$ cat config.mk
export PLATFORM = sky130hd
export DESIGN_NAME = sub_share_ctrl_flat
export DESIGN_NICKNAME = d
export VERILOG_FILES = /design/src/rtl/sub_share_ctrl_pkg.sv /design/src/rtl/sub_share_ctrl_if.sv /design/src/rtl/sub_share_ctrl_rr_arbiter.sv /design/src/rtl/sub_share_ctrl.sv /design/src/flat_wrapper.sv
export SDC_FILE = /design/constraint.sdc
export NUM_CORES = 1
export LEC_CHECK = 0
export CAP_MARGIN = 40
export CORE_MARGIN = 2
export CORE_UTILIZATION = 45
export CTS_CLUSTER_DIAMETER = 30
export CTS_CLUSTER_SIZE = 24
export DETAILED_ROUTE_END_ITERATION = 16
export PLACE_DENSITY = 0.91
export REMOVE_ABC_BUFFERS = 1
export SYNTH_ARGS = -nofsm -noshare
export SYNTH_HDL_FRONTEND = slang
export SYNTH_SLANG_ARGS = --single-unit
$ cat constraint.sdc
create_clock -name clk -period 10.15 [get_ports clk]
set_clock_uncertainty 0.15 [all_clocks]
set_input_delay 2.5375 -clock clk [delete_from_list [all_inputs] [get_ports clk]]
set_output_delay 2.5375 -clock clk [all_outputs]
set_load 0.01 [all_outputs]
$ cat src/rtl/sub_share_ctrl_pkg.sv
// Shared types for the sub datapath sharing controller.
// Provides requester tag type, tag pipeline stage payload and the
// round-robin pointer advance helper.
package sub_ctrl_pkg;

  localparam int unsigned DW_DEFAULT = 32;
  localparam int unsigned NREQ_MAX   = 8;
  localparam int unsigned TAG_W      = $clog2(NREQ_MAX);

  typedef logic [TAG_W-1:0] tag_t;

  // One tag pipeline stage: valid flag plus owning requester id.
  typedef struct packed {
    logic v;
    tag_t id;
  } tag_stage_t;

  // Round-robin successor of id, wrapping at nreq.
  function automatic tag_t rr_next(input tag_t id, input int unsigned nreq);
    return ((32'(id) + 32'd1) >= nreq) ? tag_t'(0) : id + tag_t'(1);
  endfunction

endpackage

$ cat src/rtl/sub_share_ctrl_if.sv
// Bundle of requester, response and datapath signals around sub_share_ctrl.
// slave  : controller side (drives req_ready, rsp_*, dp_in/dp_valid, busy)
// master : client/datapath side (drives req_*, rsp_ready, dp_out)
interface sub_share_ctrl_if
  import sub_ctrl_pkg::*;
#(
  parameter int unsigned NREQ = 4,
  parameter int unsigned DW   = DW_DEFAULT
);

  logic [NREQ-1:0]    req_valid;
  logic [NREQ*DW-1:0] req_data;
  logic [NREQ-1:0]    req_ready;
  logic [NREQ-1:0]    rsp_valid;
  logic [NREQ*DW-1:0] rsp_data;
  logic [NREQ-1:0]    rsp_ready;
  logic [DW-1:0]      dp_in;
  logic               dp_valid;
  logic [DW-1:0]      dp_out;
  logic               busy;

  modport slave (
    input  req_valid, req_data, rsp_ready, dp_out,
    output req_ready, rsp_valid, rsp_data, dp_in, dp_valid, busy
  );

  modport master (
    output req_valid, req_data, rsp_ready, dp_out,
    input  req_ready, rsp_valid, rsp_data, dp_in, dp_valid, busy
  );

endinterface

$ cat src/rtl/sub_share_ctrl_rr_arbiter.sv
// Combinational round-robin arbiter.
// eligible_i : per-requester eligibility
// rr_ptr_i   : highest-priority requester this cycle (owned by parent)
// grant_o    : one-hot grant, zero when nothing is eligible
// grant_id_o : index of the granted requester (0 when none)
module sub_rr_arbiter
  import sub_ctrl_pkg::*;
#(
  parameter int unsigned NREQ = 4
) (
  input  logic [NREQ-1:0] eligible_i,
  input  tag_t            rr_ptr_i,
  output logic [NREQ-1:0] grant_o,
  output tag_t            grant_id_o
);

  logic [2*NREQ-1:0] dbl;
  logic [NREQ-1:0]   rot;
  logic              found;
  int unsigned       idx;
  tag_t              gid;

  // Rotate so rr_ptr sits at bit 0, take the lowest set bit, rotate back.
  always_comb begin
    dbl   = {eligible_i, eligible_i} >> rr_ptr_i;
    rot   = dbl[NREQ-1:0];
    found = 1'b0;
    idx   = 0;
    gid   = '0;
    for (int unsigned k = 0; k < NREQ; k++) begin
      if (!found && rot[k]) begin
        found = 1'b1;
        idx   = 32'(rr_ptr_i) + k;
        if (idx >= NREQ) idx = idx - NREQ;
        gid   = tag_t'(idx);
      end
    end
    grant_o = '0;
    for (int unsigned j = 0; j < NREQ; j++) begin
      if (found && (gid == tag_t'(j))) grant_o[j] = 1'b1;
    end
    grant_id_o = gid;
  end

endmodule

$ cat src/rtl/sub_share_ctrl.sv
// Time-shares one fixed-latency sub datapath between NREQ requesters.
// clk, reset : single clock, synchronous active-high reset
// bus.req_*  : per-requester request handshake (req_ready combinational)
// bus.rsp_*  : per-requester one-entry response registers
// bus.dp_*   : operand out to / result in from the shared datapath
// bus.busy   : some requester has a transaction outstanding
module sub_share_ctrl
  import sub_ctrl_pkg::*;
#(
  parameter int unsigned NREQ = 4,
  parameter int unsigned DW   = DW_DEFAULT,
  parameter int unsigned LAT  = 2
) (
  input logic            clk,
  input logic            reset,
  sub_share_ctrl_if.slave bus
);

  tag_t               rr_ptr_q, rr_ptr_d;
  logic [NREQ-1:0]    pending_q, pending_d;
  logic [NREQ-1:0]    eligible, grant;
  tag_t               grant_id;
  logic               issue;
  logic [DW-1:0]      dp_in_q, dp_in_d;
  logic               dp_valid_q;
  tag_stage_t         tag_q [LAT+1];
  logic [NREQ-1:0]    rsp_valid_q, rsp_valid_d, rsp_hs, cap;
  logic [NREQ*DW-1:0] rsp_data_q, rsp_data_d;

  // A requester with an outstanding transaction cannot be granted again.
  assign eligible = bus.req_valid & ~pending_q;
  assign issue    = |grant;
  assign rsp_hs   = rsp_valid_q & bus.rsp_ready;

  sub_rr_arbiter #(.NREQ(NREQ)) u_arb (
    .eligible_i (eligible),
    .rr_ptr_i   (rr_ptr_q),
    .grant_o    (grant),
    .grant_id_o (grant_id)
  );

  // Stage LAT lines up with dp_out for the operand it tags.
  always_comb begin
    cap = '0;
    for (int unsigned i = 0; i < NREQ; i++) begin
      if (tag_q[LAT].v && (tag_q[LAT].id == tag_t'(i))) cap[i] = 1'b1;
    end
  end

  // Next-state for pointer, operand register, pending and responses.
  always_comb begin
    rr_ptr_d = issue ? rr_next(grant_id, NREQ) : rr_ptr_q;
    dp_in_d  = dp_in_q;
    for (int unsigned i = 0; i < NREQ; i++) begin
      if (grant[i]) dp_in_d = bus.req_data[i*DW +: DW];
    end
    // Set and clear of the same bit cannot coincide: grant needs ~pending.
    pending_d   = (pending_q | grant) & ~rsp_hs;
    rsp_valid_d = (rsp_valid_q & ~rsp_hs) | cap;
    rsp_data_d  = rsp_data_q;
    for (int unsigned i = 0; i < NREQ; i++) begin
      if (cap[i]) rsp_data_d[i*DW +: DW] = bus.dp_out;
    end
  end

  always_ff @(posedge clk) begin
    if (reset) begin
      rr_ptr_q    <= '0;
      pending_q   <= '0;
      dp_in_q     <= '0;
      dp_valid_q  <= 1'b0;
      rsp_valid_q <= '0;
      rsp_data_q  <= '0;
      for (int unsigned k = 0; k <= LAT; k++) tag_q[k] <= '0;
    end else begin
      rr_ptr_q    <= rr_ptr_d;
      pending_q   <= pending_d;
      dp_in_q     <= dp_in_d;
      dp_valid_q  <= issue;
      rsp_valid_q <= rsp_valid_d;
      rsp_data_q  <= rsp_data_d;
      tag_q[0]    <= tag_stage_t'{v: issue, id: grant_id};
      for (int unsigned k = 1; k <= LAT; k++) tag_q[k] <= tag_q[k-1];
    end
  end

  // Structural invariants of the sharing scheme.
  always @(posedge clk) begin
    if (!reset) begin
      assert ($onehot0(grant));
      assert ((cap & rsp_valid_q) == '0);
      for (int unsigned k = 0; k <= LAT; k++) begin
        for (int unsigned i = 0; i < NREQ; i++) begin
          if (tag_q[k].v && (tag_q[k].id == tag_t'(i))) assert (pending_q[i]);
        end
      end
    end
  end

  assign bus.req_ready = grant;
  assign bus.rsp_valid = rsp_valid_q;
  assign bus.rsp_data  = rsp_data_q;
  assign bus.dp_in     = dp_in_q;
  assign bus.dp_valid  = dp_valid_q;
  assign bus.busy      = |pending_q;

endmodule

$ cat src/flat_wrapper.sv
// flat-port wrapper written by rule: the top's interface ports become plain ports
module sub_share_ctrl_flat import sub_ctrl_pkg::*;
#(
  parameter int unsigned NREQ = 4,
  parameter int unsigned DW   = DW_DEFAULT,
  parameter int unsigned LAT  = 2
)
  (clk, reset, bus_req_valid, bus_req_data, bus_rsp_ready, bus_dp_out, bus_req_ready, bus_rsp_valid, bus_rsp_data, bus_dp_in, bus_dp_valid, bus_busy);
  sub_share_ctrl_if #(.NREQ(NREQ), .DW(DW)) bus_i ();
  input logic clk;
  input logic reset;
  input wire logic [$bits(bus_i.req_valid)-1:0] bus_req_valid;
  input wire logic [$bits(bus_i.req_data)-1:0] bus_req_data;
  input wire logic [$bits(bus_i.rsp_ready)-1:0] bus_rsp_ready;
  input wire logic [$bits(bus_i.dp_out)-1:0] bus_dp_out;
  output wire logic [$bits(bus_i.req_ready)-1:0] bus_req_ready;
  output wire logic [$bits(bus_i.rsp_valid)-1:0] bus_rsp_valid;
  output wire logic [$bits(bus_i.rsp_data)-1:0] bus_rsp_data;
  output wire logic [$bits(bus_i.dp_in)-1:0] bus_dp_in;
  output wire logic [$bits(bus_i.dp_valid)-1:0] bus_dp_valid;
  output wire logic [$bits(bus_i.busy)-1:0] bus_busy;
  assign bus_i.req_valid = bus_req_valid;
  assign bus_i.req_data = bus_req_data;
  assign bus_i.rsp_ready = bus_rsp_ready;
  assign bus_i.dp_out = bus_dp_out;
  assign bus_req_ready = bus_i.req_ready;
  assign bus_rsp_valid = bus_i.rsp_valid;
  assign bus_rsp_data = bus_i.rsp_data;
  assign bus_dp_in = bus_i.dp_in;
  assign bus_dp_valid = bus_i.dp_valid;
  assign bus_busy = bus_i.busy;
  sub_share_ctrl #(.NREQ(NREQ), .DW(DW), .LAT(LAT)) u_core (.clk(clk), .reset(reset), .bus(bus_i));
endmodule
==> key figures <==
Outcome
  • Status: finished clean

Power
  • Peak supply drop: 0.3352 mV
  • Tot Pwr: 2.998 mW
  • Leak: 3.933 nW
  • PwrDens: 253.3 nW/um^2

Logic synthesis
  • Mapped Cells: 924
  • Commonest cells post-synth: nand2_1, dfxtp_1, a21oi_1, o22ai_1, clkbuf_1
  • Top cell type's share of synthesized area: 47.15%
  • Post-synth top flop: dfxtp_1
  • Share of flip-flops with an asynchronous set or reset: 0%
  • Post-synth EDFFs: 0
  • Post-synthesis register bit count: 183
  • Dominant cells by area after synthesis: dfxtp_1, nand2_1, a21oi_1, o22ai_1, a22oi_2
  • Synth cell types: 51
  • Synthesis Warnings: 0
  • Area leader, netlist: dfxtp_1
  • Most frequent cell after synthesis: nand2_1
  • Syn_area_per_cell: 8.409 sq um
  • Cell Area, Synth: 7770 sq um
  • Sequential fraction of the synthesis area: 47.15%

Global routing
  • Number of global-route vias before repair: 8089
  • Total grt overflow: 0
  • Total GRT Usage: 29.33%
  • Initial antenna violation count: 6
  • First-pass GRT wire length: 42.08 mm
  • Largest net degree at the start of global routing: 101

Floorplan
  • Core Region: 17120 sq um
  • Die area: 18330 sq um
  • Die Span Y: 135.4 um
  • Core Rows: 48
  • Top Ports: 340
  • Initial Utilization: 45.39%
  • Die width: 135.4 um

Setup path
  • Worst Path Buf+Inv: 4
  • R2r setup slk: 5.55 ns
  • Reg-to-reg endpoint: u_core.bus.dp_in[25]
  • Critical Path Stages: 12
  • Startpoint class of the critical path: primary input
  • CP cell instances: clkdlybuf4s50_1 > nor3b_2 > nor3_1 > nand4_1 > o221a_2 > o21ai_0 > ha_1 > ha_1 > clkinv_1 > buf_4 > a21oi_4 > clkdlybuf4s50_1
  • Reg2reg path depth: 13
  • CP required: 7.46 ns
  • Data arrival, critical path: 5.79 ns
  • Worst Setup SP: bus_req_valid[2]
  • Critical path capture point type: primary output
  • CP delay by family, top: buffers and inverters
  • Critical path's largest stage delay: 0.58 ns
  • Critical path destination: bus_req_ready[3]
  • Crit path max-delay cell type: clkdlybuf4s50_1
  • FF-to-FF Start: u_core.rr_ptr_q[0]
  • Max FO, Critical Path: 33
  • Crit path kind: in2out

Route
  • Vias/cell: 5.568
  • # DRC: 0
  • Final ANT Viol Nets: 0
  • Routed wire length: 27.50 mm
  • Drt pass-1 iters: 5
  • DR vias: 8140
  • WL/cell: 18.81 um
  • Initial DRC Count: 476

Clock network
  • Max clock buf depth: 2
  • Clk Latency, worst-skew pair: 0.42 ns
  • Post-CTS setup buffers: 0
  • Clock Sink Count: 183
  • CTS root buffer: clkbuf_16
  • CTS tree: built
  • H-tree depth: 4
  • Number of cells upsized or downsized after cts: 0
  • Quantity of hold-fixing buffers added after cts: 0
  • Total CTS buffers: 17
  • Worst-path clk slew: 0.06 ns

Layout
  • Filler-free cell count of the finished design: 1462
  • Footprint of the multi-input gates: 3742 sq um
  • Share of layout cells above drive strength 1: 9.423%
  • Area delta synth->final: 52.32%
  • FILL cells: 1308
  • Reg area: 3664 sq um
  • # nets final: 1395
  • Fin util: 69.14%

STA
  • Final hold vios: 0
  • Fin Setup TNS: 0 ns
  • FMAX: 118.0 MHz
  • Worst slew pin tran: 0.8334 ns
  • Max-slew violation count: 0
  • Relative slew slack: 44.44%
  • Final setup viols: 0
  • Final Cycle Share: 83.50%
  • Final Critical Period: 8.476 ns
  • RSZ-0062 raised after global routing: false

Job
  • Max Cap Viol: 0

Place
  • RD Place Congestion: 0.8728
  • Post-placement cell count: 1425
  • Number of port buffers: 339
  • Dpl hpwl: 18.93 mm

Worst hold path
  • Hold crit path type: reg2reg
==> worst register-to-register path: cells and delay by family (launching register included) <==
| family | cells | cell delay, ns |
|---|---|---|
| AOI/OAI and AO/OA | 4 | 0.98 |
| adders and majority gates | 1 | 0.27 |
| buffers and inverters | 3 | 0.99 |
| DFF | 1 | 0.71 |
| and+or+nand+nor | 5 | 1.37 |
==> state kept, by name, summed over array words and instances, names as in the netlist <==
| register | flops |
|---|---|
| u_core.bus.rsp_data | 128 |
| u_core.bus.dp_in | 32 |
| u_core.tag_q | 12 |
| u_core.bus.rsp_valid | 4 |
| u_core.pending_q | 4 |
| u_core.rr_ptr_q | 3 |
==> logic make-up (layout without fill, tap and decap cells) <==
kind of cell	Yosys count	count (layout)	share of synthesized area (%)
AND/OR/NAND/NOR	352	352	20.13
AO/OA/AOI/OAI	296	296	26.63
flip-flops	183	183	47.15
buffers and inverters	84	391	4.879
adder cells (fa/ha/maj)	6	6	0.9662
other	2	8	0.09665
multiplexers	1	1	0.1449
==> metrics by stage <==
stage,setup WS (ns),hold WS (ns),area [sq um]
floorplan,1.620,0.2638,7413
global placement,1.727,0.2710,11220
detailed placement,1.683,0.2723,11220
CTS,1.658,0.2882,11820
global route,1.454,0.3012,11840
finish,1.674,0.2852,11840
==> worst min-delay path by stage <==
stage / end / startpoint / cells past startpoint
CTS: u_core.tag_q[0][10] / u_core.tag_q[0][6] / 1
detailed placement: u_core.tag_q[0][4] / u_core.tag_q[0][0] / 1
finish: u_core.tag_q[0][9] / u_core.tag_q[0][5] / 1
floorplan: u_core.tag_q[0][10] / u_core.tag_q[0][6] / 1
global placement: u_core.tag_q[0][9] / u_core.tag_q[0][5] / 1
global route: u_core.tag_q[0][9] / u_core.tag_q[0][5] / 1
==> metal layers <==
metal	up-vias	GRT usage, %	share of wire (%)
met3	75	8.679	8.8
met5	-	0	0
li1	3829	-	-
met1	3822	30.43	37
met2	414	52.90	50
met4	0	16.32	4.4
==> power by group <==
part	internal, mW	switching, mW
Clock	0.377	0.301
Sequential	0.807	0.0696
Combinational	0.658	0.785
==> cell type report <==
type,count,area share (%)
multi-input cells,657,31.62
flip-flops and latches,183,30.95
repair buffers,354,29.63
clock buffers,18,3.711
well taps,225,2.379
clock inverters,13,1.385
inverters,6,0.1903
diodes,6,0.1269
==> layout by cell type, fill, tap and decap left out, types with 2 or more instances in the layout <==
cell	synthesis	layout
nor3b_1	2	2
ha_1	6	6
o211ai_1	3	3
inv_1	5	5
o21ai_0	7	7
nand2_1	262	262
dfxtp_1	183	183
nand2b_1	8	8
bufinv_16	0	2
clkinvlp_4	0	2
nand3b_1	2	2
o21a_1	4	4
nor2b_1	14	14
o22ai_2	27	27
a22oi_2	27	27
a21oi_1	139	139
a22oi_1	7	7
nor3_1	3	2
inv_6	0	5
or3_1	34	34
clkdlybuf4s50_1	0	338
clkinv_4	0	2
diode_2	0	6
nand3_1	3	3
o22ai_1	70	70
clkbuf_16	0	17
nor2_1	5	4
buf_4	2	15
conb_1	2	2
and3b_1	3	3
and2_1	3	3
or2_2	2	2
nand4_1	3	3
o21ai_4	2	2
No activity file was read; power rests on OpenSTA's default activity.
